<file path="src/rtl/dds_phase_gen.sv">
`default_nettype none
// ============================================================================
// Module      : dds_phase_gen
// Description : Phase-accumulator DDS core. Steps an ACC_W-bit phase by a
//               tuning word once every DIV enabled clocks and turns the top
//               8 phase bits into a saw, reverse saw, triangle, square or
//               variable-duty pulse sample. New tuning words are held pending
//               and only take over at an accumulator wrap, so frequency
//               changes never cause a phase jump.
//
// Ports       : clk          - system clock
//               reset_n      - asynchronous active-low reset
//               adder_in     - tuning word from the note-to-tuning-word stage
//               adder_load   - one-cycle strobe, captures adder_in
//               enable       - run (1) / freeze (0)
//               wave_sel     - 0 saw, 1 rev saw, 2 tri, 3 square, 4 pulse,
//                              5..7 silence (mid-scale)
//               duty         - pulse threshold for wave_sel = 4
//               phase        - current accumulator value
//               sample       - 8-bit waveform sample
//               sample_valid - one-cycle pulse when sample updates
//               wrap         - one-cycle pulse after an accumulator carry-out
//               load_pending - a captured tuning word is waiting for a wrap
//
// Revision    : 1.0 - initial release
// ============================================================================
module dds_phase_gen #(
  parameter int ACC_W = 32,
  parameter int DIV   = 1
) (
  input  logic             clk,
  input  logic             reset_n,
  input  logic [ACC_W-1:0] adder_in,
  input  logic             adder_load,
  input  logic             enable,
  input  logic [2:0]       wave_sel,
  input  logic [7:0]       duty,
  output logic [ACC_W-1:0] phase,
  output logic [7:0]       sample,
  output logic             sample_valid,
  output logic             wrap,
  output logic             load_pending
);

  localparam int             c_CNT_W    = (DIV > 1) ? $clog2(DIV) : 1;
  localparam logic [c_CNT_W-1:0] c_DIV_LAST = c_CNT_W'(DIV - 1);

  localparam logic [2:0] c_SEL_SAW  = 3'd0;
  localparam logic [2:0] c_SEL_RSAW = 3'd1;
  localparam logic [2:0] c_SEL_TRI  = 3'd2;
  localparam logic [2:0] c_SEL_SQR  = 3'd3;
  localparam logic [2:0] c_SEL_PULS = 3'd4;

  // --------------------------------------------------------------------------
  // State
  // --------------------------------------------------------------------------
  logic [c_CNT_W-1:0] div_cnt_q,      div_cnt_d;
  logic [ACC_W-1:0]   phase_q,        phase_d;
  logic [ACC_W-1:0]   active_q,       active_d;
  logic [ACC_W-1:0]   pending_q,      pending_d;
  logic               load_pending_q, load_pending_d;
  logic [7:0]         sample_q,       sample_d;
  logic               tick_q;
  logic               wrap_q;
  logic               sample_valid_q;

  // --------------------------------------------------------------------------
  // Combinational
  // --------------------------------------------------------------------------
  logic             w_tick;
  logic [ACC_W:0]   w_sum;
  logic             w_carry;
  logic             w_apply;
  logic [7:0]       w_p;
  logic [7:0]       w_t;
  logic [7:0]       w_wave;

  always_comb begin
    w_tick  = enable && (div_cnt_q == c_DIV_LAST);
    w_sum   = {1'b0, phase_q} + {1'b0, active_q};
    w_carry = w_sum[ACC_W];
    // A zero active word can never wrap, so a stopped accumulator takes the
    // pending word at the very next tick instead of waiting forever.
    w_apply = w_tick && (w_carry || (active_q == '0));
  end

  // Divider, accumulator and tuning-word bookkeeping
  always_comb begin
    div_cnt_d      = div_cnt_q;
    phase_d        = phase_q;
    active_d       = active_q;
    pending_d      = pending_q;
    load_pending_d = load_pending_q;

    if (enable) begin
      div_cnt_d = w_tick ? '0 : div_cnt_q + c_CNT_W'(1);
    end

    // The step that applies a new word still adds the old one.
    if (w_tick) begin
      phase_d = w_sum[ACC_W-1:0];
    end

    if (adder_load) begin
      pending_d      = adder_in;
      load_pending_d = 1'b1;
    end

    if (w_apply) begin
      // A load landing on the applying tick goes straight to the active word.
      if (adder_load) begin
        active_d = adder_in;
      end else if (load_pending_q) begin
        active_d = pending_q;
      end
      load_pending_d = 1'b0;
    end
  end

  // Waveform shaping from the already-updated phase
  always_comb begin
    w_p = phase_q[ACC_W-1 -: 8];
    w_t = {w_p[6:0], 1'b0};
    case (wave_sel)
      c_SEL_SAW:  w_wave = w_p;
      c_SEL_RSAW: w_wave = ~w_p;
      c_SEL_TRI:  w_wave = w_p[7] ? ~w_t : w_t;
      c_SEL_SQR:  w_wave = w_p[7] ? 8'h00 : 8'hFF;
      c_SEL_PULS: w_wave = (w_p < duty) ? 8'hFF : 8'h00;
      default:    w_wave = 8'h80;
    endcase
    sample_d = tick_q ? w_wave : sample_q;
  end

  // --------------------------------------------------------------------------
  // Registers
  // --------------------------------------------------------------------------
  always_ff @(posedge clk or negedge reset_n) begin
    if (!reset_n) begin
      div_cnt_q      <= '0;
      phase_q        <= '0;
      active_q       <= '0;
      pending_q      <= '0;
      load_pending_q <= 1'b0;
      sample_q       <= 8'h00;
      tick_q         <= 1'b0;
      wrap_q         <= 1'b0;
      sample_valid_q <= 1'b0;
    end else begin
      div_cnt_q      <= div_cnt_d;
      phase_q        <= phase_d;
      active_q       <= active_d;
      pending_q      <= pending_d;
      load_pending_q <= load_pending_d;
      sample_q       <= sample_d;
      // tick_q marks that phase_q was just updated; the sample follows a cycle later.
      tick_q         <= w_tick;
      wrap_q         <= w_tick && w_carry;
      sample_valid_q <= tick_q;
    end
  end

  assign phase        = phase_q;
  assign sample       = sample_q;
  assign sample_valid = sample_valid_q;
  assign wrap         = wrap_q;
  assign load_pending = load_pending_q;

endmodule
`default_nettype wire

</file>
<file path="config.mk">
export PLATFORM = sky130hd
export DESIGN_NAME = dds_phase_gen
export DESIGN_NICKNAME = d
export VERILOG_FILES = /design/src/rtl/dds_phase_gen.sv
export SDC_FILE = /design/constraint.sdc
export NUM_CORES = 1
export LEC_CHECK = 0
export CAP_MARGIN = 20
export CORE_MARGIN = 2
export CORE_UTILIZATION = 45
export CTS_BUF_LIST = sky130_fd_sc_hd__clkbuf_16
export DETAILED_ROUTE_END_ITERATION = 7
export PLACE_DENSITY = 0.68
export SETUP_SLACK_MARGIN = 0.1
export SYNTH_ARGS = -nofsm -noshare
export SYNTH_HDL_FRONTEND = slang
export SYNTH_SLANG_ARGS = --single-unit
</file>
<file path="constraint.sdc">
create_clock -name clk -period 3.25 [get_ports clk]
set_clock_uncertainty 0.2 [all_clocks]
set_input_delay 0.65 -clock clk [delete_from_list [all_inputs] [get_ports clk]]
set_output_delay 0.65 -clock clk [all_outputs]
set_load 0.1 [all_outputs]
</file>
# ---- After elaboration in Yosys (flattened, before gate mapping)
# Index checks and enable logic that the tools add are counted.
dict set report word_totals {
  word_cells 37
  reg_bits 109
  input_bits 47
}
dict set report classes {
  reduce_logical 9
  magnitude_cmp 1
  n_mux 9
  eq_ne 4
  n_bitwise 3
  add_sub_neg 2
}
# op count
set op_table {}
lappend op_table {{$mux W32} 2}
lappend op_table {{$pmux W8 S5} 1}
lappend op_table {{$add A32 B32 Y33} 1}
lappend op_table {{$logic_not A32 Y1} 1}
lappend op_table {{$mux W8} 3}
lappend op_table {{$not A8 Y8} 2}
lappend op_table {{$lt A8 B8 Y1} 1}
lappend op_table {{$eq A3 B2 Y1 const B} 2}
lappend op_table {{$reduce_bool A2 Y1} 2}
lappend op_table {{$eq A3 B1 Y1 const B} 1}
lappend op_table {{$eq A3 B3 Y1 const B} 1}
lappend op_table {{$logic_and A1 B1 Y1} 3}
lappend op_table {{$logic_not A3 Y1} 1}
lappend op_table {{$mux W1} 3}
lappend op_table {{$reduce_and A2 Y1} 1}
lappend op_table {{$add A1 B1 Y1 const B} 1}
lappend op_table {{$logic_or A1 B1 Y1} 1}
lappend op_table {{$not A1 Y1} 1}

# ---- Logic depth before layout (Yosys ltp)
dict set report depth {
  depth_word 4
  ltp_mapped 11
  depth_no_buf 10
}

# ---- Least setup slack after synthesis
# OpenSTA, ideal clock, no wires.
dict set report synth_path {
  path_kind {reg-to-reg}
  start {register phase_q[0] (netlist: phase[0])}
  end {register active_q[0]}
  path_slack_ps -257
  path_stages_with_launch 12
  t_arrival_ps 3182
  t_required_ps 2925
  path_buffers 1
  path_cell_list {dfrtp_1 ha_1 fa_1 a21o_1 nand4_1 a21oi_1 o211ai_1 a21oi_2 o31ai_4 a211oi_4 buf_6 mux2_4}
}
dict set report synth_between {
  elab_chain_len 4
}
# item line
set synth_rtl {}
lappend synth_rtl {{from (decl)} 58} ;# logic [ACC_W-1:0] phase_q, phase_d;
lappend synth_rtl {{from (signal assigned)} 151} ;# phase_q <= phase_d;
lappend synth_rtl {{$add A32 B32 Y33} 80} ;# w_sum = {1'b0, phase_q} + {1'b0, active_q};
lappend synth_rtl {{$logic_or A1 B1 Y1} 84} ;# w_apply = w_tick && (w_carry || (active_q == '0));
lappend synth_rtl {{$logic_and A1 B1 Y1} 84}
lappend synth_rtl {{$reduce_and A2 Y1 (no line)} --}
lappend synth_rtl {{to (signal assigned)} 152} ;# active_q <= active_d;
lappend synth_rtl {{to (decl)} 59} ;# logic [ACC_W-1:0] active_q, active_d;
# No other way between the ends.
# A chain may end at the register's enable or synchronous reset.

# ---- Worst setup path after layout
dict set report layout_path {
  start {register phase_q[0] (netlist: phase[0])}
  end {register active_q[15]}
}
# Same word-level chain as after synthesis.

==> results.md <==
* Grt ovf at 0
* Crit path required time at 3290 ps
* Tightest Hold Check Type: in2async
* Mapped Cells at 603
* Post-synth top area share at 43.4%
* Cell row count at 43
* CTS Sinks at 109
* Post-layout net count at 784
* CTS tree: built
* Synth Warn # at 0
* First-pass GRT wire length at 23.1 mm
* Final setup fails at 0
* Share of cells above drive strength 1 at 27.5%
* Main synth FF type: dfrtp_1
* Finished Layout Cells at 882
* Seq/Total Area, Yosys at 43.4%
* Die area at 14900 µm²
* Final hold viol count at 0
* Htree depth at 3
* Post-synth net total at 690
* Synth top area cells: dfrtp_1 43%, ha_1 7.8%, mux2_4 7.2%
* Core Region at 13800 µm²
* Drc violations at 0
* Max_cap viols at 0
* Synthesized area at 6290 µm²
* Final WL at 14.4 mm
* Gpl congestion at 0.899
* Largest net degree at the start of global routing at 65
* Later-pin clock latency in the skew report at 360 ps
* Cell area after layout at 7850 µm²
* Starting Density at 45.7%
* Area after DPL at 7340 µm²
* Status: finished, final reports clean
* Min cycle time layout at 3100 ps
* Num CTS Buffers at 9
* Die height at 122 µm
* Router iterations before antenna repair at 4
* Worst path slowest cell: dfrtp_4
* Vias in the first global route at 4601
* Layout area overhead at 24.8%
* Vias per cell at 5.43
* #FFs+latches synth at 109
* Cell taking the most area after synthesis: dfrtp_1
* Antenna violations before repair at 0
* Clock Pin Slew Worst Setup and Hold Paths at 70 ps
* Critical Path AT at 3140 ps
* Synth unique cells at 55
* Antenna cells at 0
* Slew HR at 54.7%
* Port Buffer Count at 89
* RSZ-0062 raised after global routing: yes
* CTS Root Cell: clkbuf_16
* F_max at 0.323 GHz
* CP most frequent cell: a21oi_2
* Fin crit share at 95.4%
* EDFF count, synth at 0
* Worst Tran Pin Value at 679 ps
* FFs w/ async S/R, synth at 100%
* Post-DP HPWL at 10.3 mm
* Die Width at 122 µm
* Crit-path max FO at 5
* Drt wl/cell at 16.4 µm
* Startpoint Class: flip-flop
* Vias at 4788
* GRT Total Usage at 19.8%
* Max clock buf depth at 2
* Cells along the critical path: ha_4 > fa_2 > a21o_1 > nand4_1 > a21oi_2 > o211ai_1 > a21oi_2 > o31ai_4 > a211oi_4 > buf_6 > clkbuf_16 > mux2_4
* Syn Area/Cell at 10.4 µm²
* Fin. max-slew vios at 0
* I/O pin count at 90
* WS Path Type: reg2reg
* Critical Path End Type: flip-flop
* Final TNS setup at 0 ps
* Initial DRC Count at 271
* Slowest stage delay, CP at 500 ps
* CTS Hold Bufs at 0
* Dpl cells at 857
* WHS at 118 ps
* Final ANT Viol Nets at 0
-- state kept, by name, indices dropped and copies added (netlist names) --
signal        flops
wrap              1
load_pending      1
phase            32
active_q         32
tick_q            1
sample_valid      1
sample            8
pending_q        32
div_cnt_q         1
-- cell type report --
type	instances	area, µm²
Clock buffer	9	225
Clock inverter	7	121
Fill cell	1202	5930
Inverter	11	41.3
Multi-Input combinational cell	454	3450
Sequential cell	109	2770
Tap cell	180	225
Timing Repair Buffer	112	1020
-- synthesized netlist by cell type (all sizes together) (2+ instances only) --
cell type and count:
or3 3, xor2 19, nand4 9, o21a 5, and2 4, nor2b 6
o31ai 3, o211ai 4, a21boi 2, mux2 64, nand2b 10, or2 3
ha 39, o21ai 61, nor4 8, buf 7, a221oi 2, a21oi 50
nor2 25, xnor2 21, a211o 2, a21o 11, nand3 9, nand2 62
inv 11, and3 3, clkbuf 22, a31oi 4, a211oi 4, dfrtp 109
nor3 6
-- critical path: cells and delay by family (launching register included) --
family                     cells  cell delay, ps
AOI/OAI and AO/OA              6            1020
adders and majority gates      2             510
DFF                            1             500
buffers and inverters          2             320
muxes                          1             290
and+or+nand+nor                1             130
-- metrics by stage --
step                utilization [%]  worst slack [ps]
global placement               53.3               156
detailed placement             53.3              77.2
floorplan                         -               109
global route                   57.0              43.2
finish                         57.0               151
CTS                            55.9              92.0
-- what timing repair did --
item / 4_1_cts / 5_1_grt
gates cloned: 0 / 2
gates resized for setup: 2 / 13
pin swaps: 0 / 6
endpoints found under the setup margin: 16 / 32
buffers inserted: 0 / 7
-- kinds of logic (layout without fill, tap and decap cells) --
family | count (synthesis) | after routing | synth area share, %
simple gates | 150 | 150 | 11.4
mux | 65 | 65 | 13.4
fa+ha+maj | 40 | 40 | 8.08
compound gates | 159 | 159 | 15.4
xor+xnor | 40 | 40 | 5.57
buf+inv | 40 | 139 | 2.79
flops | 109 | 109 | 43.4
-- routing by layer --
metal | share of wire [%] | global-route usage (%)
met3 | 5.1 | 3.95
met1 | 46 | 26.3
met4 | 1.9 | 5.89
met5 | 0 | 0
met2 | 47 | 32.9
-- worst paths after layout --
kind | slack (ps) | endpoint | cells after the start | startpoint
setup / recovery | 150 | active_q[15]$_DFFE_PN0P_ | 12 | phase[0]$_DFFE_PN0P_
hold / removal | 120 | phase[23]$_DFFE_PN0P_ | 1 | reset_n
setup reg to reg | 150 | active_q[15]$_DFFE_PN0P_ | 12 | phase[0]$_DFFE_PN0P_
hold reg to reg | 300 | pending_q[18]$_DFFE_PN0P_ | 1 | pending_q[18]$_DFFE_PN0P_
max in group asynchronous | 1970 | phase[17]$_DFFE_PN0P_ | 2 | reset_n
min in group clk | 300 | pending_q[18]$_DFFE_PN0P_ | 1 | pending_q[18]$_DFFE_PN0P_
-- layout by cell type (no fill, tap or decap), types with 8 or more instances in the layout --
master,instances
xnor2_1,21
buf_4,61
xor2_1,19
a21oi_1,46
clkdlybuf4s50_1,45
nor4_1,8
clkbuf_16,10
nand2b_1,9
nand3_1,9
nand4_1,8
dfrtp_1,85
dfrtp_2,19
mux2_2,34
mux2_4,30
o21ai_0,60
nor2_1,24
a21o_1,11
nand2_1,62
ha_1,35
inv_1,11
Power is left out: the tool's default activity adds up to more than one toggle a clock period on the data nets, which glitch-free logic cannot reach.
